File: src/rtl/dcache_sram_nway.sv
// N-way set-associative data cache array with true-LRU replacement,
// byte-merging write hits, block fills and a single-entry dirty eviction buffer.
module dcache_sram_nway #(
  parameter int WAYS        = 4,
  parameter int SETS        = 2,
  parameter int TAG_W       = 3,
  parameter int BLOCK_BYTES = 8
) (
  input  logic                          clk,
  input  logic                          rst,
  input  logic                          ren,
  input  logic                          wen,
  input  logic                          memWen,
  input  logic [BLOCK_BYTES-1:0]        bytesAccess,
  input  logic [TAG_W+$clog2(SETS)-1:0] blockAddr,
  input  logic [8*BLOCK_BYTES-1:0]      dataIn,
  output logic                          hit,
  output logic                          dirtyBit,
  output logic [8*BLOCK_BYTES-1:0]      dataOut,
  output logic                          fillReady,
  output logic                          evictValid,
  input  logic                          evictAck,
  output logic [TAG_W+$clog2(SETS)-1:0] evictAddr,
  output logic [8*BLOCK_BYTES-1:0]      evictData
);
  localparam int SET_W      = $clog2(SETS);
  localparam int AGE_W      = $clog2(WAYS);
  localparam int ADDR_W     = TAG_W + SET_W;
  localparam int BLOCK_BITS = 8 * BLOCK_BYTES;

  typedef logic [AGE_W-1:0] way_t;

  logic [WAYS-1:0]       validQ [SETS];
  logic [WAYS-1:0]       dirtyQ [SETS];
  way_t                  ageQ   [SETS][WAYS];
  logic [TAG_W-1:0]      tagQ   [SETS][WAYS];
  logic [BLOCK_BITS-1:0] dataQ  [SETS][WAYS];

  logic [SET_W-1:0] setIdx;
  logic [TAG_W-1:0] reqTag;
  logic [WAYS-1:0]  matchVec;
  way_t             hitWay, lruWay, freeWay, victim, fillWay, accessWay;
  logic             hasFree, present, readHit, writeHit, fillDo, evictNeed, touch;

  assign setIdx = blockAddr[SET_W-1:0];
  assign reqTag = blockAddr[ADDR_W-1:SET_W];

  always_comb begin
    matchVec = '0;
    hitWay   = '0;
    lruWay   = '0;
    freeWay  = '0;
    hasFree  = 1'b0;
    for (int unsigned w = 0; w < WAYS; w++) begin
      if (validQ[setIdx][w] && tagQ[setIdx][w] == reqTag) begin
        matchVec[w] = 1'b1;
        hitWay      = way_t'(w);
      end
      if (ageQ[setIdx][w] == way_t'(WAYS - 1)) lruWay = way_t'(w);
      if (!validQ[setIdx][w] && !hasFree) begin
        hasFree = 1'b1;
        freeWay = way_t'(w);
      end
    end
  end

  // memWen > wen > ren; a fill blocked by a pending eviction suppresses everything.
  assign present   = |matchVec;
  assign victim    = hasFree ? freeWay : lruWay;
  assign hit       = (ren | wen | memWen) & present;
  assign readHit   = hit & ren & ~wen & ~memWen;
  assign writeHit  = hit & wen & ~memWen;
  assign fillReady = ~(evictValid & ~evictAck);
  assign fillDo    = memWen & fillReady;
  assign fillWay   = present ? hitWay : victim;
  assign evictNeed = fillDo & ~present & validQ[setIdx][victim] & dirtyQ[setIdx][victim];
  assign touch     = fillDo | writeHit | readHit;
  assign accessWay = fillDo ? fillWay : hitWay;
  assign dataOut   = readHit ? dataQ[setIdx][hitWay] : '0;
  assign dirtyBit  = hit ? dirtyQ[setIdx][hitWay]
                         : (validQ[setIdx][victim] & dirtyQ[setIdx][victim]);

  always_ff @(posedge clk or negedge rst) begin
    if (!rst) begin
      for (int unsigned s = 0; s < SETS; s++) begin
        validQ[s] <= '0;
        dirtyQ[s] <= '0;
        for (int unsigned w = 0; w < WAYS; w++) ageQ[s][w] <= way_t'(w);
      end
      evictValid <= 1'b0;
      evictAddr  <= '0;
      evictData  <= '0;
    end else begin
      if (fillDo) begin
        validQ[setIdx][fillWay] <= 1'b1;
        dirtyQ[setIdx][fillWay] <= 1'b0;
      end else if (writeHit) begin
        dirtyQ[setIdx][hitWay] <= 1'b1;
      end
      if (touch) begin
        for (int unsigned w = 0; w < WAYS; w++) begin
          if (way_t'(w) == accessWay)
            ageQ[setIdx][w] <= '0;
          else if (ageQ[setIdx][w] < ageQ[setIdx][accessWay])
            ageQ[setIdx][w] <= ageQ[setIdx][w] + way_t'(1);
        end
      end
      // A new eviction on the acking edge reloads the buffer instead of clearing it.
      if (evictNeed) begin
        evictValid <= 1'b1;
        evictAddr  <= {tagQ[setIdx][victim], setIdx};
        evictData  <= dataQ[setIdx][victim];
      end else if (evictAck) begin
        evictValid <= 1'b0;
      end
    end
  end

  always_ff @(posedge clk) begin
    if (fillDo) begin
      tagQ[setIdx][fillWay]  <= reqTag;
      dataQ[setIdx][fillWay] <= dataIn;
    end else if (writeHit) begin
      for (int unsigned b = 0; b < BLOCK_BYTES; b++)
        if (bytesAccess[b]) dataQ[setIdx][hitWay][8*b +: 8] <= dataIn[8*b +: 8];
    end
  end
endmodule

File: config.mk
export PLATFORM = sky130hd
export DESIGN_NAME = dcache_sram_nway
export DESIGN_NICKNAME = d
export VERILOG_FILES = /design/src/rtl/dcache_sram_nway.sv
export SDC_FILE = /design/constraint.sdc
export NUM_CORES = 1
export LEC_CHECK = 0
export BUFFER_PORTS_ARGS = -buffer_cell sky130_fd_sc_hd__buf_2
export CORE_UTILIZATION = 55
export CTS_BUF_LIST = sky130_fd_sc_hd__clkbuf_4 sky130_fd_sc_hd__clkbuf_8
export CTS_CLUSTER_DIAMETER = 40
export CTS_CLUSTER_SIZE = 10
export DETAILED_ROUTE_END_ITERATION = 8
export PLACE_DENSITY = 0.84
export SLEW_MARGIN = 20
export SYNTH_ARGS = -nofsm -noshare
export SYNTH_HDL_FRONTEND = slang
export SYNTH_SLANG_ARGS = --single-unit
File: constraint.sdc
create_clock -name clk -period 6.4 [get_ports clk]
set_input_delay 1.92 -clock clk [delete_from_list [all_inputs] [get_ports clk]]
set_output_delay 1.92 -clock clk [all_outputs]
set_load 0.05 [all_outputs]
# ---- Word-level counts from Yosys, hierarchy flattened
# Memory sizes are Yosys's and may differ from the RTL's.
# Cells that the tools add are included.
dict set report totals {
  ff_bits 101
  ram_bits 536
  in_bits 82
  output_inout_bits 136
  word_cells 4342
  mem_count 2
}
dict set report op_classes {
  addsub 4
  n_lt_le_gt_ge 17
  eq_ne 10
  mux 2187
  n_bitwise 2086
  n_reduce_logical 21
}
# memory words word_bits read_ports rd_clocked_by_memory_dff write_ports line_no
set mem_list {}
lappend mem_list {dataQ 2 256 1 0 1 37} ;# logic [BLOCK_BITS-1:0] dataQ [SETS][WAYS];
lappend mem_list {tagQ 2 12 1 0 1 36} ;# logic [TAG_W-1:0] tagQ [SETS][WAYS];
# op count
set op_table {}
lappend op_table {{two-way mux 256 bit} 9}
lappend op_table {{two-way mux 1 bit} 2092}
lappend op_table {{bitwise OR 1 bit} 2052}
lappend op_table {{demux 64 bit (select 2 bit)} 9}
lappend op_table {{two-way mux 64 bit} 7}
lappend op_table {{binary-select mux 64 bit (select 2 bit)} 2}
lappend op_table {{two-way mux 16 bit} 12}
lappend op_table {{bitwise AND 16 bit} 4}
lappend op_table {{bitwise mux 16 bit} 4}
lappend op_table {{NOT 16 bit} 4}
lappend op_table {{two-way mux 56 bit} 1}
lappend op_table {{two-way mux 8 bit} 7}
lappend op_table {{two-way mux 48 bit} 1}
lappend op_table {{two-way mux 40 bit} 1}
lappend op_table {{two-way mux 4 bit} 9}
lappend op_table {{demux 8 bit (select 1 bit)} 4}
lappend op_table {{two-way mux 32 bit} 1}
lappend op_table {{two-way mux 2 bit} 12}
lappend op_table {{two-way mux 24 bit} 1}
lappend op_table {{bitwise OR 8 bit} 2}
lappend op_table {{bitwise AND 1 bit} 12}
lappend op_table {{== test 3 bit} 4}
lappend op_table {{greater-or-equal comparator 3 bit (second input constant)} 4}
lappend op_table {{logical AND 1 bit} 12}
lappend op_table {{other kinds (28)} 59}

# ---- Logic depth before layout (Yosys ltp)
dict set report logic_depth {
  word_depth 35
  depth_mapped 18
  depth_no_buf 13
}

# ---- Worst setup path after synthesis
# OpenSTA, ideal clock, no wires.
dict set report synth_path {
  path_type {input-to-output}
  start {input port blockAddr[0]}
  end {output port dirtyBit}
  t_arrival_ns 4.756
  required_time_ns 4.480
  setup_slack_ns -0.276
  path_stages 12
  path_buffers 3
  path_cell_list {buf_6 > buf_6 > buf_2 > mux2i_1 > inv_1 > ha_1 > nor2b_1 > o311ai_0 > nand2_1 > o21ai_1 > nor2_1 > a21oi_1}
}
dict set report synth_via {
  elab_chain_len 18
  word_cells_on_any_way 58
  classes_between {7 x eq/ne; 34 x mux; 3 x bitwise; 13 x reduce/logical; 1 x memory}
}
# element line_no
set synth_lines {}
lappend synth_lines {{start: declaration} 15} ;# input logic [TAG_W+$clog2(SETS)-1:0] blockAddr,
lappend synth_lines {{NOT 1 -> 2 bit (implied by the code)} -}
lappend synth_lines {{two-way mux 4 bit (implied by the code) (3 in series)} {55, 60, 81}}
lappend synth_lines {{zero test 1 bit} 60} ;# if (!validQ[setIdx][w] && !hasFree) begin
lappend synth_lines {{logical AND 1 bit} 60}
lappend synth_lines {{two-way mux 1 bit} 60}
lappend synth_lines {{zero test 1 bit} 60}
lappend synth_lines {{logical AND 1 bit} 60}
lappend synth_lines {{two-way mux 1 bit} 60}
lappend synth_lines {{zero test 1 bit} 60}
lappend synth_lines {{logical AND 1 bit} 60}
lappend synth_lines {{two-way mux 2 bit or two-way mux 1 bit (tied branches)} 60}
lappend synth_lines {{two-way mux 2 bit} 69} ;# assign victim = hasFree ? freeWay : lruWay;
lappend synth_lines {{binary-select mux 1 bit (select 2 bit)} 81} ;# : (validQ[setIdx][victim] & dirtyQ[setIdx][victim]);
lappend synth_lines {{two-way mux 1 bit (implied by the code)} 81}
lappend synth_lines {{bitwise AND 1 bit} 81}
lappend synth_lines {{two-way mux 1 bit *} 80} ;# assign dirtyBit = hit ? dirtyQ[setIdx][hitWay]
lappend synth_lines {{end: declaration} 18} ;# output logic dirtyBit,
# Mark *: on every way between the ends. The rest lies on a longest branch, timed or not. The select of a mux whose other input is x is not followed.

# ---- Worst setup path in the final report
dict set report layout_path {
  start {input port blockAddr[0]}
  end {output port dataOut[14]}
}
dict set report layout_via {
  elab_chain_len 13
  word_cells_on_any_way 31
  classes_between {4 x eq/ne; 14 x mux; 6 x bitwise; 5 x reduce/logical; 2 x memory}
}
# element line_no
set layout_lines {}
lappend layout_lines {{NOT 1 -> 2 bit (implied by the code)} 55} ;# if (validQ[setIdx][w] && tagQ[setIdx][w] == reqTag) begin
lappend layout_lines {{two-way mux 4 bit (implied by the code) (3 in series)} 55}
lappend layout_lines {{logical AND 1 bit} 55}
lappend layout_lines {{two-way mux 1 bit} 55}
lappend layout_lines {{two-way mux 2 bit (2 in series)} 55}
lappend layout_lines {{NOT 2 -> 3 bit (implied by the code)} 79} ;# assign dataOut = readHit ? dataQ[setIdx][hitWay] : '0;
lappend layout_lines {{binary-select mux 64 bit (select 2 bit)} 79}
lappend layout_lines {{two-way mux 64 bit (implied by the code) (2 in series)} 79}
lappend layout_lines {{two-way mux 64 bit *} 79}
lappend layout_lines {{end: declaration} 19} ;# output logic [8*BLOCK_BYTES-1:0] dataOut,
# Marks and branches as above.

==> impl_results.md <==
- Worst hold path type: reg2reg
- Antenna Nets Post-Route: 0
- Die Footprint: 53,000 sq um
- Root Buffer: clkbuf_8
- Nets: 2,437
- Layout cells sized above 1: 0.241
- Arrival @ worst endpoint: 4.41 ns
- Area growth from synthesis to layout: 14.8%
- Crit share post-route: 0.990
- Die Y-Extent: 230 um
- WS Path Type: in2out
- Placed Cells: 2,944
- Crit-path max cell delay: 0.54 ns
- Fmax: 158 MHz
- Yosys warning count: 0
- CTS Hold Bufs: 0
- Async SR Flop Fraction: 0.159
- Post-synthesis sequential area ratio: 0.650
- Boundary Pins: 218
- Mapped cell area: 28,700 sq um
- Levels on crit path: 10
- Initial antenna violation count: 16
- DR pass1 iterations: 6
- Sink Count: 637
- GR Util All Layers: 0.283
- Post-Syn Nets: 2,183
- Fin cells: 3,110
- Max Slew Vio Count: 0
- Largest net degree at the start of global routing: 123
- Syn Area/Cell: 13.7 sq um
- Unique masters post-synth: 65
- Grt ovf: 0
- Final Power: 14.5 mW
- Peak VDD IR: 0.000323 V
- #FFs+latches synth: 637
- Worst r2r dst: evictData[43]
- CTS tree: yes
- Power density cells: 440 nW/um^2
- Crit. Startpoint: blockAddr[0]
- Drt via density: 6.33
- Reg2reg setup slack: 2.10 ns
- Post-synth top flop: edfxtp_1
- Relative slew slack: 0.277
- Final Skew: 0.0380 ns
- Routed length per placed instance: 24.3 um
- Drt initial violations: 2,061
- Crit path max-delay family: simple AND/OR/NAND/NOR gates
- Vias after detailed routing: 19,680
- Worst-path clk slew: 0.06 ns
- Initial Util: 0.558
- Post-synth EDFFs: 536
- Reg2Reg Depth: 11
- Row cnt: 83
- # DRC: 0
- DP Wirelength: 46.0 mm
- RSZ-0062 raised after global routing: false
- Hold_ws: 0.476 ns
- Max H-tree Level: 3
- Crit path time final: 6.33 ns
- Worst-path maximum fanout: 32
- Clock Latency Late Sink: 0.69 ns
- First-pass GRT wire length: 114 mm
- Final setup fails: 0
- CTS max path bufs: 3
- Status: complete, no violations
- Total wire length: 75.5 mm
- Worst setup path endpoint: dataOut[14]
- CTS buffer count: 86
- Worst setup EP type: primary output
- Final Hold Fails: 0
- Fillers: 3,571
- FF-to-FF Start: ageQ[2]
- Critical Path RT: 4.48 ns
- CP max-delay cell: or4b_4
- Die Span X: 230 um
- Critical Path, Cell by Cell: buf_8 > mux2i_1 > xnor2_1 > or3_1 > nand2_1 > nor3_1 > or4b_4 > buf_12 > nor2_1 > clkbuf_4
- Cells after Synth: 2,098
- Gpl congestion: 0.917
- Core Region: 51,400 sq um
- Fin Setup TNS: 0 ns
- Maxcap violations: 0
- Leak pwr: 12.6 nW
- Buffers on Ports: 217
- Startpoint class of the critical path: input port
- Worst path bufs/invs: 3
- Vias in the first global route: 19,869
- Worst slew pin tran: 1.08 ns
through the flow:
| stage | instance area (sq um) | setup WS (ns) | util |
|---|---|---|---|
| 5_1_grt | 32900 | 0.000162 | 0.640 |
| 4_1_cts | 32800 | 0.103 | 0.639 |
| 2_1_floorplan | 28700 | -0.248 | - |
| 3_5_place_dp | 30900 | 0.160 | 0.602 |
| 3_3_place_gp | 30900 | 0.215 | 0.602 |
| 6_report | 32900 | 0.0653 | 0.640 |
cell usage after synthesis, drive strengths merged (11+ instances only):
| cell type | n | area (sq um) |
|---|---|---|
| buf | 49 | 248 |
| inv | 11 | 41.3 |
| edfxtp | 536 | 16100 |
| mux4 | 70 | 1580 |
| dfrtp | 93 | 2330 |
| nand3 | 70 | 355 |
| a31oi | 67 | 419 |
| and2 | 68 | 425 |
| o21ai | 77 | 385 |
| nor2 | 214 | 806 |
| o22ai | 130 | 813 |
| a21oi | 49 | 245 |
| nand2 | 160 | 601 |
| mux2i | 273 | 2730 |
| nor3 | 18 | 95.1 |
| clkbuf | 100 | 375 |
worst min-delay path: stages (launching register included):
cell,delay [ns]
dfrtp_1,0.34
nand2_1,0.04
o21ai_0,0.06
placed cells by master, fill, tap and decap left out, drive strengths merged, types with 10 or more instances in the layout:
| cell | count |
|---|---|
| o21ai | 77 |
| clkinv | 14 |
| nor3 | 18 |
| inv | 13 |
| dfrtp | 93 |
| and2 | 68 |
| nand2 | 160 |
| mux4 | 70 |
| a31oi | 67 |
| or2 | 10 |
| clkbuf | 139 |
| mux2i | 273 |
| xnor2 | 10 |
| a21oi | 49 |
| edfxtp | 536 |
| diode | 11 |
| o22ai | 130 |
| nor2 | 214 |
| buf | 302 |
| nand3 | 70 |
metal layers:
metal	global-route usage	wire length, um
met1	0.368	28400
met2	0.447	36300
met3	0.0588	7390
met4	0.157	3370
met5	0	46
sequential cells by signal, indices dropped and copies added (netlist names):
| signal | count |
|---|---|
| ageQ | 16 |
| dataQ | 512 |
| dirtyQ | 8 |
| validQ | 8 |
| tagQ | 24 |
| evictData | 64 |
| evictAddr | 4 |
| evictValid | 1 |
kinds of logic after synthesis:
group	after synthesis	share of synthesized area
AOI/OAI and AO/OA	367	0.0786
muxes	348	0.152
buffers and inverters	160	0.0232
adders and majority gates	5	0.00210
DFF	637	0.650
xor gates and xnor gates	16	0.00489
and+or+nand+nor	565	0.0888
how the worst min path moves through the flow:
stage	start	to	cells after the start
finish	evictAddr[1]	evictAddr[1]	2
global route	evictData[14]	evictData[14]	2
CTS	evictData[36]	evictData[36]	2
detailed placement	evictData[14]	evictData[14]	2
global placement	evictData[5]	evictData[5]	2
floorplan	validQ[6]	validQ[6]	1
power by group:
group	switching (mW)	internal (mW)	total [mW]
registers	0.330	5.32	5.65
logic	3.72	1.71	5.43
clock network	1.55	1.86	3.41
total	5.59	8.90	14.5
area by class of cell:
class	instances	area, sq um	share of cell area
Timing Repair Buffer	315	2020	0.0614
Clock inverter	29	378	0.0115
Clock buffer	126	1520	0.0460
Sequential cell	637	18600	0.566
Inverter	11	41.3	0.00125
Multi-Input combinational cell	1301	9440	0.287
Tap cell	680	851	0.0259
Antenna cell	11	27.5	0.000836
repair_timing:
action | CTS | global route
resized for setup | 0 | 15
buffers inserted | 0 | 0
setup endpoints to repair | 0 | 13
No activity file was read; power rests on OpenSTA's default activity.
